$ cat config.mk
export PLATFORM = sky130hd
export DESIGN_NAME = mem_lsu_flat
export DESIGN_NICKNAME = d
export VERILOG_FILES = /design/src/rtl/mem_lsu_if.sv /design/src/rtl/mem_lsu.sv /design/src/flat_wrapper.sv
export SDC_FILE = /design/constraint.sdc
export NUM_CORES = 1
export LEC_CHECK = 0
export ABC_AREA = 0
export CAP_MARGIN = 5
export CORE_UTILIZATION = 40
export CTS_BUF_LIST = sky130_fd_sc_hd__clkbuf_4
export DETAILED_ROUTE_END_ITERATION = 6
export PLACE_DENSITY_LB_ADDON = 0.05
export REMOVE_ABC_BUFFERS = 1
export SYNTH_ARGS = -nofsm -noshare
export SYNTH_HDL_FRONTEND = slang
export SYNTH_SLANG_ARGS = --single-unit
$ cat constraint.sdc
create_clock -name clk -period 2.98 [get_ports clk]
set_clock_uncertainty 0.1 [all_clocks]
set_input_delay 0.298 -clock clk [delete_from_list [all_inputs] [get_ports clk]]
set_output_delay 0.298 -clock clk [all_outputs]
set_load 0.02 [all_outputs]
$ cat src/rtl/mem_lsu_if.sv
// CPU-side request/response channel of the load/store unit.
// The CPU drives requests as master; mem_lsu answers as slave.
interface mem_lsu_if #(
    parameter int ADDR_W = 32
) ();
    logic              req_valid;
    logic              req_ready;
    logic [3:0]        req_op;
    logic [ADDR_W-1:0] req_addr;
    logic [31:0]       req_wdata;
    logic [31:0]       req_rt_old;
    logic              resp_valid;
    logic [31:0]       resp_rdata;
    logic              resp_err;

    modport master (
        output req_valid, req_op, req_addr, req_wdata, req_rt_old,
        input  req_ready, resp_valid, resp_rdata, resp_err
    );

    modport slave (
        input  req_valid, req_op, req_addr, req_wdata, req_rt_old,
        output req_ready, resp_valid, resp_rdata, resp_err
    );
endinterface

$ cat src/rtl/mem_lsu.sv
// MIPS load/store unit: maps byte/half/word/unaligned accesses onto a word-wide,
// big-endian memory with 1-cycle read latency (read-modify-write for SB/SH).
module mem_lsu #(
    parameter int ADDR_W   = 32,
    parameter bit CHECK_AL = 1'b1
) (
    input  logic              clk,
    input  logic              reset_n,
    mem_lsu_if.slave          bus,
    output logic [ADDR_W-1:0] data_address,
    output logic              data_write,
    output logic [31:0]       data_writedata,
    input  logic [31:0]       data_readdata
);

    typedef enum logic [3:0] {
        OP_LB  = 4'd0, OP_LBU = 4'd1, OP_LH  = 4'd2, OP_LHU = 4'd3,
        OP_LW  = 4'd4, OP_LWL = 4'd5, OP_LWR = 4'd6,
        OP_SB  = 4'd8, OP_SH  = 4'd9, OP_SW  = 4'd10
    } op_e;

    typedef enum logic [2:0] {S_IDLE, S_READ, S_DATA, S_WRITE, S_RESP_ERR} state_e;

    state_e            state_q;
    logic [3:0]        op_q;
    logic [ADDR_W-1:0] addr_q;
    logic [31:0]       wdata_q;
    logic [31:0]       rt_q;
    logic              ready_q;
    logic              resp_valid_q;
    logic              resp_err_q;
    logic              write_q;
    logic [ADDR_W-1:0] addr_out_q;

    logic              req_legal;
    logic              req_misal;
    logic              req_err;
    logic [ADDR_W-1:0] req_addr_fix;
    logic [ADDR_W-1:0] req_word_addr;

    // NOTE: every variable assigned in always_comb gets a default first, so no latch is inferred.
    always_comb begin
        req_legal    = 1'b1;
        req_misal    = 1'b0;
        req_addr_fix = bus.req_addr;
        case (bus.req_op)
            OP_LH, OP_LHU, OP_SH:                  req_misal = bus.req_addr[0];
            OP_LW, OP_SW:                          req_misal = |bus.req_addr[1:0];
            OP_LB, OP_LBU, OP_LWL, OP_LWR, OP_SB:  req_misal = 1'b0;
            default:                               req_legal = 1'b0;
        endcase
        if (req_misal && !CHECK_AL) req_addr_fix[1:0] = 2'b00;
        req_err       = !req_legal || (CHECK_AL && req_misal);
        req_word_addr = {req_addr_fix[ADDR_W-1:2], 2'b00};
    end

    // Big-endian lanes: offset k sits (3-k) bytes above bit 0; ~k equals 3-k for 2 bits.
    logic [1:0]  k;
    logic [4:0]  byte_sh;
    logic [4:0]  half_sh;
    logic [31:0] rd_byte;
    logic [31:0] rd_half;
    logic [31:0] load_result;
    logic [31:0] store_merge;
    logic [31:0] lane_mask;

    always_comb begin
        k           = addr_q[1:0];
        byte_sh     = {~k, 3'b000};
        half_sh     = {~k[1], 4'b0000};
        rd_byte     = data_readdata >> byte_sh;
        rd_half     = data_readdata >> half_sh;
        load_result = '0;
        case (op_q)
            OP_LB:   load_result = {{24{rd_byte[7]}}, rd_byte[7:0]};
            OP_LBU:  load_result = {24'h0, rd_byte[7:0]};
            OP_LH:   load_result = {{16{rd_half[15]}}, rd_half[15:0]};
            OP_LHU:  load_result = {16'h0, rd_half[15:0]};
            OP_LW:   load_result = data_readdata;
            OP_LWL:  load_result = (data_readdata << {k, 3'b000})
                                 | (rt_q & ((32'h1 << {k, 3'b000}) - 32'h1));
            OP_LWR:  load_result = (data_readdata >> byte_sh)
                                 | (rt_q & ~(32'hFFFF_FFFF >> byte_sh));
            default: load_result = '0;
        endcase

        if (op_q == OP_SH) begin
            lane_mask   = 32'h0000_FFFF << half_sh;
            store_merge = (data_readdata & ~lane_mask) | ({16'h0, wdata_q[15:0]} << half_sh);
        end else begin
            lane_mask   = 32'h0000_00FF << byte_sh;
            store_merge = (data_readdata & ~lane_mask) | ({24'h0, wdata_q[7:0]} << byte_sh);
        end
    end

    // op_q[3] separates stores (8..10) from loads (0..6) once a request is known legal.
    // NOTE: sequential state uses non-blocking assignments only, so every flop samples pre-edge values.
    always_ff @(posedge clk) begin
        if (!reset_n) begin
            state_q      <= S_IDLE;
            op_q         <= '0;
            addr_q       <= '0;
            wdata_q      <= '0;
            rt_q         <= '0;
            ready_q      <= 1'b1;
            resp_valid_q <= 1'b0;
            resp_err_q   <= 1'b0;
            write_q      <= 1'b0;
            addr_out_q   <= '0;
        end else begin
            resp_valid_q <= 1'b0;
            resp_err_q   <= 1'b0;
            write_q      <= 1'b0;
            unique case (state_q)
                S_IDLE: begin
                    if (bus.req_valid) begin
                        op_q    <= bus.req_op;
                        addr_q  <= req_addr_fix;
                        wdata_q <= bus.req_wdata;
                        rt_q    <= bus.req_rt_old;
                        ready_q <= 1'b0;
                        if (req_err) begin
                            state_q      <= S_RESP_ERR;
                            resp_valid_q <= 1'b1;
                            resp_err_q   <= 1'b1;
                        end else if (bus.req_op == OP_SW) begin
                            state_q      <= S_WRITE;
                            write_q      <= 1'b1;
                            resp_valid_q <= 1'b1;
                            addr_out_q   <= req_word_addr;
                        end else begin
                            state_q    <= S_READ;
                            addr_out_q <= req_word_addr;
                        end
                    end
                end
                S_READ: begin
                    state_q      <= S_DATA;
                    resp_valid_q <= ~op_q[3];
                end
                S_DATA: begin
                    if (!op_q[3]) begin
                        state_q    <= S_IDLE;
                        ready_q    <= 1'b1;
                        addr_out_q <= '0;
                    end else begin
                        wdata_q      <= store_merge;
                        state_q      <= S_WRITE;
                        write_q      <= 1'b1;
                        resp_valid_q <= 1'b1;
                    end
                end
                default: begin
                    state_q    <= S_IDLE;
                    ready_q    <= 1'b1;
                    addr_out_q <= '0;
                end
            endcase
        end
    end

    // The write strobe is gated by reset_n so a reset landing in WRITE blocks the store.
    assign bus.req_ready   = ready_q;
    assign bus.resp_valid  = resp_valid_q;
    assign bus.resp_err    = resp_err_q;
    assign bus.resp_rdata  = (resp_valid_q && !resp_err_q && !op_q[3]) ? load_result : 32'h0;
    assign data_address    = addr_out_q;
    assign data_write      = write_q & reset_n;
    assign data_writedata  = write_q ? wdata_q : 32'h0;

endmodule
$ cat src/flat_wrapper.sv
// flat-port wrapper written by rule: the top's interface ports become plain ports
module mem_lsu_flat 
#(
    parameter int ADDR_W   = 32,
    parameter bit CHECK_AL = 1'b1
)
  (clk, reset_n, data_address, data_write, data_writedata, data_readdata, bus_req_valid, bus_req_op, bus_req_addr, bus_req_wdata, bus_req_rt_old, bus_req_ready, bus_resp_valid, bus_resp_rdata, bus_resp_err);
  mem_lsu_if #(.ADDR_W(ADDR_W)) bus_i ();
  input  logic clk;
  input  logic reset_n;
  output logic [ADDR_W-1:0] data_address;
  output logic data_write;
  output logic [31:0] data_writedata;
  input  logic [31:0] data_readdata;
  input wire logic [$bits(bus_i.req_valid)-1:0] bus_req_valid;
  input wire logic [$bits(bus_i.req_op)-1:0] bus_req_op;
  input wire logic [$bits(bus_i.req_addr)-1:0] bus_req_addr;
  input wire logic [$bits(bus_i.req_wdata)-1:0] bus_req_wdata;
  input wire logic [$bits(bus_i.req_rt_old)-1:0] bus_req_rt_old;
  output wire logic [$bits(bus_i.req_ready)-1:0] bus_req_ready;
  output wire logic [$bits(bus_i.resp_valid)-1:0] bus_resp_valid;
  output wire logic [$bits(bus_i.resp_rdata)-1:0] bus_resp_rdata;
  output wire logic [$bits(bus_i.resp_err)-1:0] bus_resp_err;
  assign bus_i.req_valid = bus_req_valid;
  assign bus_i.req_op = bus_req_op;
  assign bus_i.req_addr = bus_req_addr;
  assign bus_i.req_wdata = bus_req_wdata;
  assign bus_i.req_rt_old = bus_req_rt_old;
  assign bus_req_ready = bus_i.req_ready;
  assign bus_resp_valid = bus_i.resp_valid;
  assign bus_resp_rdata = bus_i.resp_rdata;
  assign bus_resp_err = bus_i.resp_err;
  mem_lsu #(.ADDR_W(ADDR_W), .CHECK_AL(CHECK_AL)) u_core (.clk(clk), .reset_n(reset_n), .bus(bus_i), .data_address(data_address), .data_write(data_write), .data_writedata(data_writedata), .data_readdata(data_readdata));
endmodule
Word-level counts from Yosys, hierarchy flattened
Cells that the tools add are included.
{"block": "classes", "n_eq_ne": 22, "n_reduce_logical": 19, "bitwise": 16, "n_shift": 9, "n_mux": 30, "n_addsub": 1}
{"op": "$mux 32", "count": 8}
{"op": "$pmux 32 s7", "count": 1}
{"op": "$and 32x32->32", "count": 4}
{"op": "$or 32x32->32", "count": 4}
{"op": "$not 32->32", "count": 3}
{"op": "$pmux 32 s3", "count": 1}
{"op": "$pmux 32 s2", "count": 1}
{"op": "$shl 1x5->32 const A", "count": 1}
{"op": "$shl 16x5->32", "count": 1}
{"op": "$shl 16x5->32 const A", "count": 1}
{"op": "$shl 32x5->32", "count": 1}
{"op": "$shl 8x5->32", "count": 1}
{"op": "$shl 8x5->32 const A", "count": 1}
{"op": "$shr 32x5->16", "count": 1}
{"op": "$shr 32x5->32", "count": 1}
{"op": "$shr 32x5->32 const A", "count": 1}
{"op": "$sub 32x1->32 const B", "count": 1}
{"op": "$eq 4x3->1 const B", "count": 6}
{"op": "$eq 4x2->1 const B", "count": 4}
{"op": "$eq 4x4->1 const B", "count": 4}
{"op": "$mux 1", "count": 10}
{"op": "$reduce_or 10->1", "count": 1}
{"op": "$pmux 3 s3", "count": 1}
{"op": "$reduce_and 3->1", "count": 3}
{"op": "other kinds (22)", "count": 36}
{"block": "word_totals", "regBits": 109, "word_cells": 107, "out_inout_bits": 100, "input_bits": 135}

Logic depth before layout (Yosys ltp)
Gate-level depths: netlist (run 1).
{"block": "logic_depth", "ltp_word": 8, "depth_mapped": 11, "depth_no_buf": 7}

Worst setup path after synthesis (run 1)
No wires, ideal clock.
{"block": "synth_path", "path_kind": "register to output", "startpoint": "reg u_core.addr_q[0]", "endpoint": "out bus_resp_rdata[25]", "n_path_buf": 5, "t_arrival_ps": 2139, "setup_slack_ps": 443, "stages_incl_launch_ff": 11, "t_required_ps": 2582, "cell_sequence": "dfxtp_1 > buf_2 > buf_4 > buf_4 > buf_4 > nand2_1 > ha_1 > buf_1 > a32o_1 > o21ai_0 > a31oi_1"}
{"block": "synth_between", "elab_chain_cells": 7, "elab_cells_between_ends": 13, "cone_classes": "add/sub: 1; shift: 4; mux: 2; bitwise: 6"}
{"item": "start, declared", "line": "mem_lsu.sv:26", "rtl": "logic [ADDR_W-1:0] addr_q;"}
{"item": "start signal, assigned", "line": "mem_lsu.sv:118", "rtl": "addr_q <= req_addr_fix;"}
{"item": "branches (longest 5 deep; another with $sub 32x1->32)"}
{"item": "$pmux 32 s7 (*)", "line": "mem_lsu.sv:74", "rtl": "case (op_q)"}
{"item": "$mux 32 (*)", "line": "mem_lsu.sv:166", "rtl": "assign bus.resp_rdata = (resp_valid_q && !resp_err_q && !op_q[3]) ? load_result : 32'h0;"}
{"item": "end, declared", "line": "flat_wrapper.sv:22", "rtl": "output wire logic [$bits(bus_i.resp_rdata)-1:0] bus_resp_rdata;"}
Mark *: on every way between the ends.

Final worst setup path (run 1)
{"block": "layout_path", "startpoint": "reg u_core.addr_q[1]", "endpoint": "out bus_resp_rdata[6]"}
The elaborated chain is that of the path after synthesis.

==> results.yml, run 1 <==
outcome:
  outcome: "finished with violations"
  violations: "design-rule violations"
grt:
  grt_use_total: 0.275
  antenna_found_initial: 2
  use_met3: 0.0663
  busiest_layer: "met2"
  grt_pass1_vias: 7489
  grt_overflow: 0
  gr-usage-met1: 0.353
  grt_max_degree: 60
  met2_usage: 0.455
  grt_pass1_wl_um: 42000
sta:
  max_freq_mhz: 349
  slew_headroom: 0.588
  fin_crit_sh: 0.962
  setup_viol: 0
  slew_viol_final: 0
  period_minus_slack_ps: 2870
  hold_violations: 0
  hold_slack_ps: 193
  max_slew.worst_pin.slew_ps: 614
  grt_setup_unrepaired: "false"
worst_hold_path:
  hold_path_class: "in2reg"
  worstHoldStart: "reset_n"
finish:
  fin_nets: 1236
  area_growth_pct: 36.4
  final_core_util: 0.563
  stdcell_count: 1336
  final_cell_area_um2: 10200
  layout-drive-gt1-share: 0.112
  fillers: 1713
logic_synthesis:
  ys_top_cells_by_area: "dfxtp_1, a22oi_1, nand2_1, mux2i_1, mux4_2"
  ys_async_sr_fraction: 0
  synth_cells: 901
  synth_warnings: 0
  syn_area_per_cell_um2: 8.32
  yosysTopAreaCell: "dfxtp_1"
  synth_area_um2: 7490
  yosysUniqueCellTypes: 67
  ys_seq_elements: 107
  synth_seq_area_share: 0.286
  synth_ff_type: "dfxtp_1"
  yosysTopAreaCellShare: 0.286
  synth_edf_count: 0
placed_design:
  placed_cell_area_um2: 10100
  port_buffers: 232
  dp_hpwl_um: 18600
  gp_congestion: 0.915
  dp.cells: 1316
clock_tree:
  htree_levels: 3
  clk_pin_slew_ps: 170
  cts_tree: "built"
  cts_num_sinks: 107
  cts-buffers-inserted: 9
  cts_buffer_depth: 2
  clk_latency_ps: 510
  cts-root-buf: "clkbuf_4"
  cts_hold_buf: 0
floorplan:
  rows: 49
  die_y_um: 139
  core_area_um2: 18100
  io_pins: 235
  dieArea_um2: 19300
  start_util: 0.413
  fp.dieW_um: 139
detailed_routing:
  firstDrtPassIters: 7
  drt_iter0_drc: 610
  viasPerCell: 5.99
  dr_total_vias: 8004
  wl_per_cell_um: 20.2
  drt.antenna.violating_nets: 0
  drt-total-wl_um: 27000
  detail_route.drc_violations: 18
critical_path:
  crit_path_start_kind: "flip-flop"
  worstPathCellList: "buf_6, inv_2, buf_4, mux2i_2, a222oi_1, a21oi_1, dlygate4sd2_1"
  critical_path.max_fanout: 16
  critPathLaunch: "u_core.addr_q[1]"
  required_ps: 2580
  timing.rr.start: "u_core.state_q[0]"
  slowest_stage: "dfxtp_4"
  crit_type: "reg2out"
  cp_top_family: "buffers and inverters"
  slowest_delay_ps: 410
  crit_arrival_ps: 2470
  critPathCaptureType: "primary output"
  path_buf_inv: 4
power:
  irDropWorstVdd_v: 0.000256
  powerDensity_nw_per_um2: 362
  leakagePower_nw: 3.82
  power_mw: 3.70
job:
  cap_violations: 0
## synth_stat cells (3+ instances only)
| master | count |
|---|---|
| clkbuf_1 | 41 |
| nand3_1 | 4 |
| or3_1 | 3 |
| and2_1 | 42 |
| a21oi_1 | 22 |
| buf_1 | 4 |
| mux2_2 | 5 |
| o2bb2ai_1 | 9 |
| a221oi_1 | 8 |
| mux2i_1 | 41 |
| nor3b_1 | 31 |
| o221ai_1 | 8 |
| a22oi_1 | 61 |
| dfxtp_1 | 107 |
| nand2b_1 | 6 |
| o21ai_1 | 12 |
| a31oi_1 | 32 |
| nand2_1 | 122 |
| mux4_2 | 17 |
| nor3_2 | 3 |
| mux2_1 | 3 |
| buf_6 | 4 |
| o311ai_1 | 30 |
| nor2_1 | 22 |
| buf_2 | 36 |
| buf_4 | 9 |
| a222oi_1 | 8 |
| nand4_1 | 38 |
| inv_1 | 44 |
| o21ai_0 | 21 |
| o22ai_1 | 9 |
| and3_1 | 11 |
| a21boi_1 | 38 |
| a221o_1 | 8 |
## per-layer routing
| metal | vias to the layer above | share of wire |
|---|---|---|
| met4 | 0 | 0.023 |
| met2 | 382 | 0.48 |
| met5 | - | 0 |
| met3 | 42 | 0.090 |
| met1 | 3787 | 0.41 |
| li1 | 3793 | - |
## placed cells by master, fill, tap and decap left out, types with 17 or more instances in the layout
master / instances
nor3b_1: 30
dlygate4sd2_1: 29
a21oi_1: 22
a31oi_1: 32
buf_4: 41
mux2i_1: 40
o21ai_0: 20
nand4_1: 38
and2_1: 42
clkdlybuf4s50_1: 199
nand2_1: 122
a22oi_1: 60
inv_1: 44
a21boi_1: 38
o311ai_1: 30
dfxtp_1: 103
nor2_1: 21
mux4_2: 17
## power by group
part           internal (mW)  switching, mW
Sequential              1.55         0.0926
Combinational          0.606          0.687
Clock                  0.187          0.575
## path summary, 6_finish.rpt
path	to	slack, ps	depth (start not counted)
setup / recovery	bus_resp_rdata[6]	110	7
hold / removal	u_core.op_q[2]	190	3
setup reg to reg	u_core.wdata_q[24]	850	5
hold reg to reg	u_core.rt_q[30]	360	2
## metrics by stage
stage               TNS [ps]  setup WS [ps]
detailed placement         0           28.5
floorplan             -59620          -1390
global placement           0           78.1
CTS                        0           46.1
global route               0           3.13
finish                     0            112
## timing repair
action / in CTS / in global routing
cloned: 0 / 1
pin swaps: 0 / 1
resized for setup: 40 / 14
endpoints found under the setup margin: 32 / 23
setup buffers: 0 / 1
## cell families (layout without fill, tap and decap cells)
logic type	count (synthesis)	in the layout	share of synthesized area
buf+inv	140	343	0.0846
other cells	1	4	0.000500
mux	66	66	0.118
simple gates	301	301	0.220
compound gates	285	285	0.289
flops	107	107	0.286
fa+ha+maj	1	1	0.00167
## area by class of cell
type                       instances  area (um2)  area share
antenna                            2        5.00    0.000490
clock buffer                       9        67.6     0.00661
clock inverter                     7        58.8     0.00575
inverter                          46         173      0.0169
multi-input combinational        655        4770       0.467
sequential                       107        2150       0.211
tap                              229         287      0.0280
timing repair buffer             281        2710       0.265
## tightest hold or removal path, stage by stage
cell,delay (ps)
buf_2,140
buf_4,200
a21boi_1,130
(Power assumes the default switching activity.)
==> run 2: changes to the inputs <==
==> constraint.sdc (replaced) <==
create_clock -name clk -period 2.9 [get_ports clk]
set_clock_uncertainty 0.1 [all_clocks]
set_input_delay 0.29 -clock clk [delete_from_list [all_inputs] [get_ports clk]]
set_output_delay 0.29 -clock clk [all_outputs]
set_load 0.02 [all_outputs]
==> results.yml, run 2 (synthesized netlist as in run 1, its figures left out) <==
detailed_routing:
  dr_total_vias: 7992
  drt.antenna.violating_nets: 0
  drt-total-wl_um: 27000
  viasPerCell: 5.98
  firstDrtPassIters: 7
  drt_iter0_drc: 698
  detail_route.drc_violations: 20
  wl_per_cell_um: 20.2
sta:
  max_freq_mhz: 351
  fin_crit_sh: 0.983
  max_slew.worst_pin.slew_ps: 585
  finalSetupTns_ps: 0
  grt_setup_unrepaired: "true"
  hold_slack_ps: 190
  worst_slack_ps: 49.9
  slew_viol_final: 0
  period_minus_slack_ps: 2850
  slew_headroom: 0.608
  hold_violations: 0
  setup_viol: 0
finish:
  final_cell_area_um2: 10200
  fin_nets: 1238
  final_cell_mix: "clkdlybuf4s50_1, nand2_1, dfxtp_1, a22oi_1, inv_1"
  final_core_util: 0.564
  stdcell_count: 1337
  area_growth_pct: 36.5
  final_common_cell: "clkdlybuf4s50_1"
  layout-drive-gt1-share: 0.119
power:
  irDropWorstVdd_v: 0.000199
  leakagePower_nw: 3.81
  powerDensity_nw_per_um2: 369
  power_mw: 3.78
placed_design:
  gp_congestion: 0.892
  port_buffers: 232
  dp_hpwl_um: 18700
  dp_slack_ps: -46.3
  placed_cell_area_um2: 10100
  dp.cells: 1319
floorplan:
  io_pins: 235
  die_y_um: 139
  dieArea_um2: 19300
  core_area_um2: 18100
  rows: 49
  fp.dieW_um: 139
  start_util: 0.413
grt:
  grt_pass1_vias: 7394
  antenna_found_initial: 2
  grt_use_total: 0.273
  grt_pass1_wl_um: 41800
  grt_overflow: 0
  grt_max_degree: 58
critical_path:
  reg2reg_depth: 6
  crit_path_end: "bus_resp_rdata[3]"
  worstPathCellList: "buf_4, nor2_2, buf_6, mux2_2, a222oi_1, a21oi_1, dlygate4sd2_1"
  worstReg2RegEnd: "u_core.wdata_q[26]"
  slowest_stage: "dfxtp_4"
  crit_arrival_ps: 2460
  rrSetupSlack_ps: 770
  path_depth: 7
  timing.rr.start: "u_core.op_q[3]"
  critPathLaunch: "u_core.addr_q[0]"
  critPathCaptureType: "primary output"
  critical_path.max_fanout: 8
  crit_path_start_kind: "flip-flop"
  required_ps: 2510
  cp_top_family: "buffers and inverters"
  crit_type: "reg2out"
  path_buf_inv: 3
  slowest_delay_ps: 410
clock_tree:
  htree_levels: 3
  cts-buffers-inserted: 9
  clk_pin_slew_ps: 190
  cts_buffer_depth: 2
  cts_tree: "built"
  clk_latency_ps: 510
  cts_num_sinks: 107
  cts-root-buf: "clkbuf_4"
  cts_hold_buf: 0
  cts_setup_buffers: 0
job:
  cap_violations: 0
outcome:
  violations: "design-rule violations"
  outcome: "finished with violations"
worst_hold_path:
  min_path_cells: 3
  hold_path_class: "in2reg"
-- run 2: per-layer routing --
layer	vias up	wire, um	global-route usage
li1	3794	-	-
met1	3804	11200	0.348
met2	353	13000	0.460
met3	41	2280	0.0559
met4	0	511	0.0918
met5	-	0	0
-- run 2: what timing repair did --
| action | 4_1_cts | 5_1_grt |
|---|---|---|
| gates cloned | 0 | 1 |
| setup endpoints to repair | 32 | 11 |
| resized for setup | 39 | 31 |
| pin swaps | 0 | 3 |
-- run 2: worst register-to-register path: cells and delay by family (launching register included) --
family,cells,cell delay [ps]
simple gates,1,390
mux,1,200
compound gates,2,310
buf+inv,2,590
flops,1,510
-- run 2: power breakdown --
group / internal, mW / leakage (nW) / switching, mW
Clock: 0.182 / 0.0638 / 0.571
Sequential: 1.59 / 0.881 / 0.0953
Combinational: 0.627 / 2.86 / 0.712
Total: 2.40 / 3.81 / 1.38
-- run 2: final cells by class --
class,count,area [um2]
fillers,1754,7920
multi-input cells,655,4770
repair buffers,283,2720
flip-flops and latches,107,2150
well taps,229,287
inverters,46,173
clock buffers,9,67.6
clock inverters,7,53.8
diodes,1,2.50
-- run 2: worst min-delay path by stage --
stage	startpoint	endpoint	slack, ps
4_1_cts	reset_n	u_core.op_q[1]	160
2_1_floorplan	bus_req_rt_old[0]	u_core.rt_q[0]	320
3_5_place_dp	u_core.rt_q[28]	u_core.rt_q[28]	340
3_3_place_gp	u_core.rt_q[25]	u_core.rt_q[25]	340
5_1_grt	reset_n	u_core.rt_q[8]	190
6_report	reset_n	u_core.op_q[1]	190
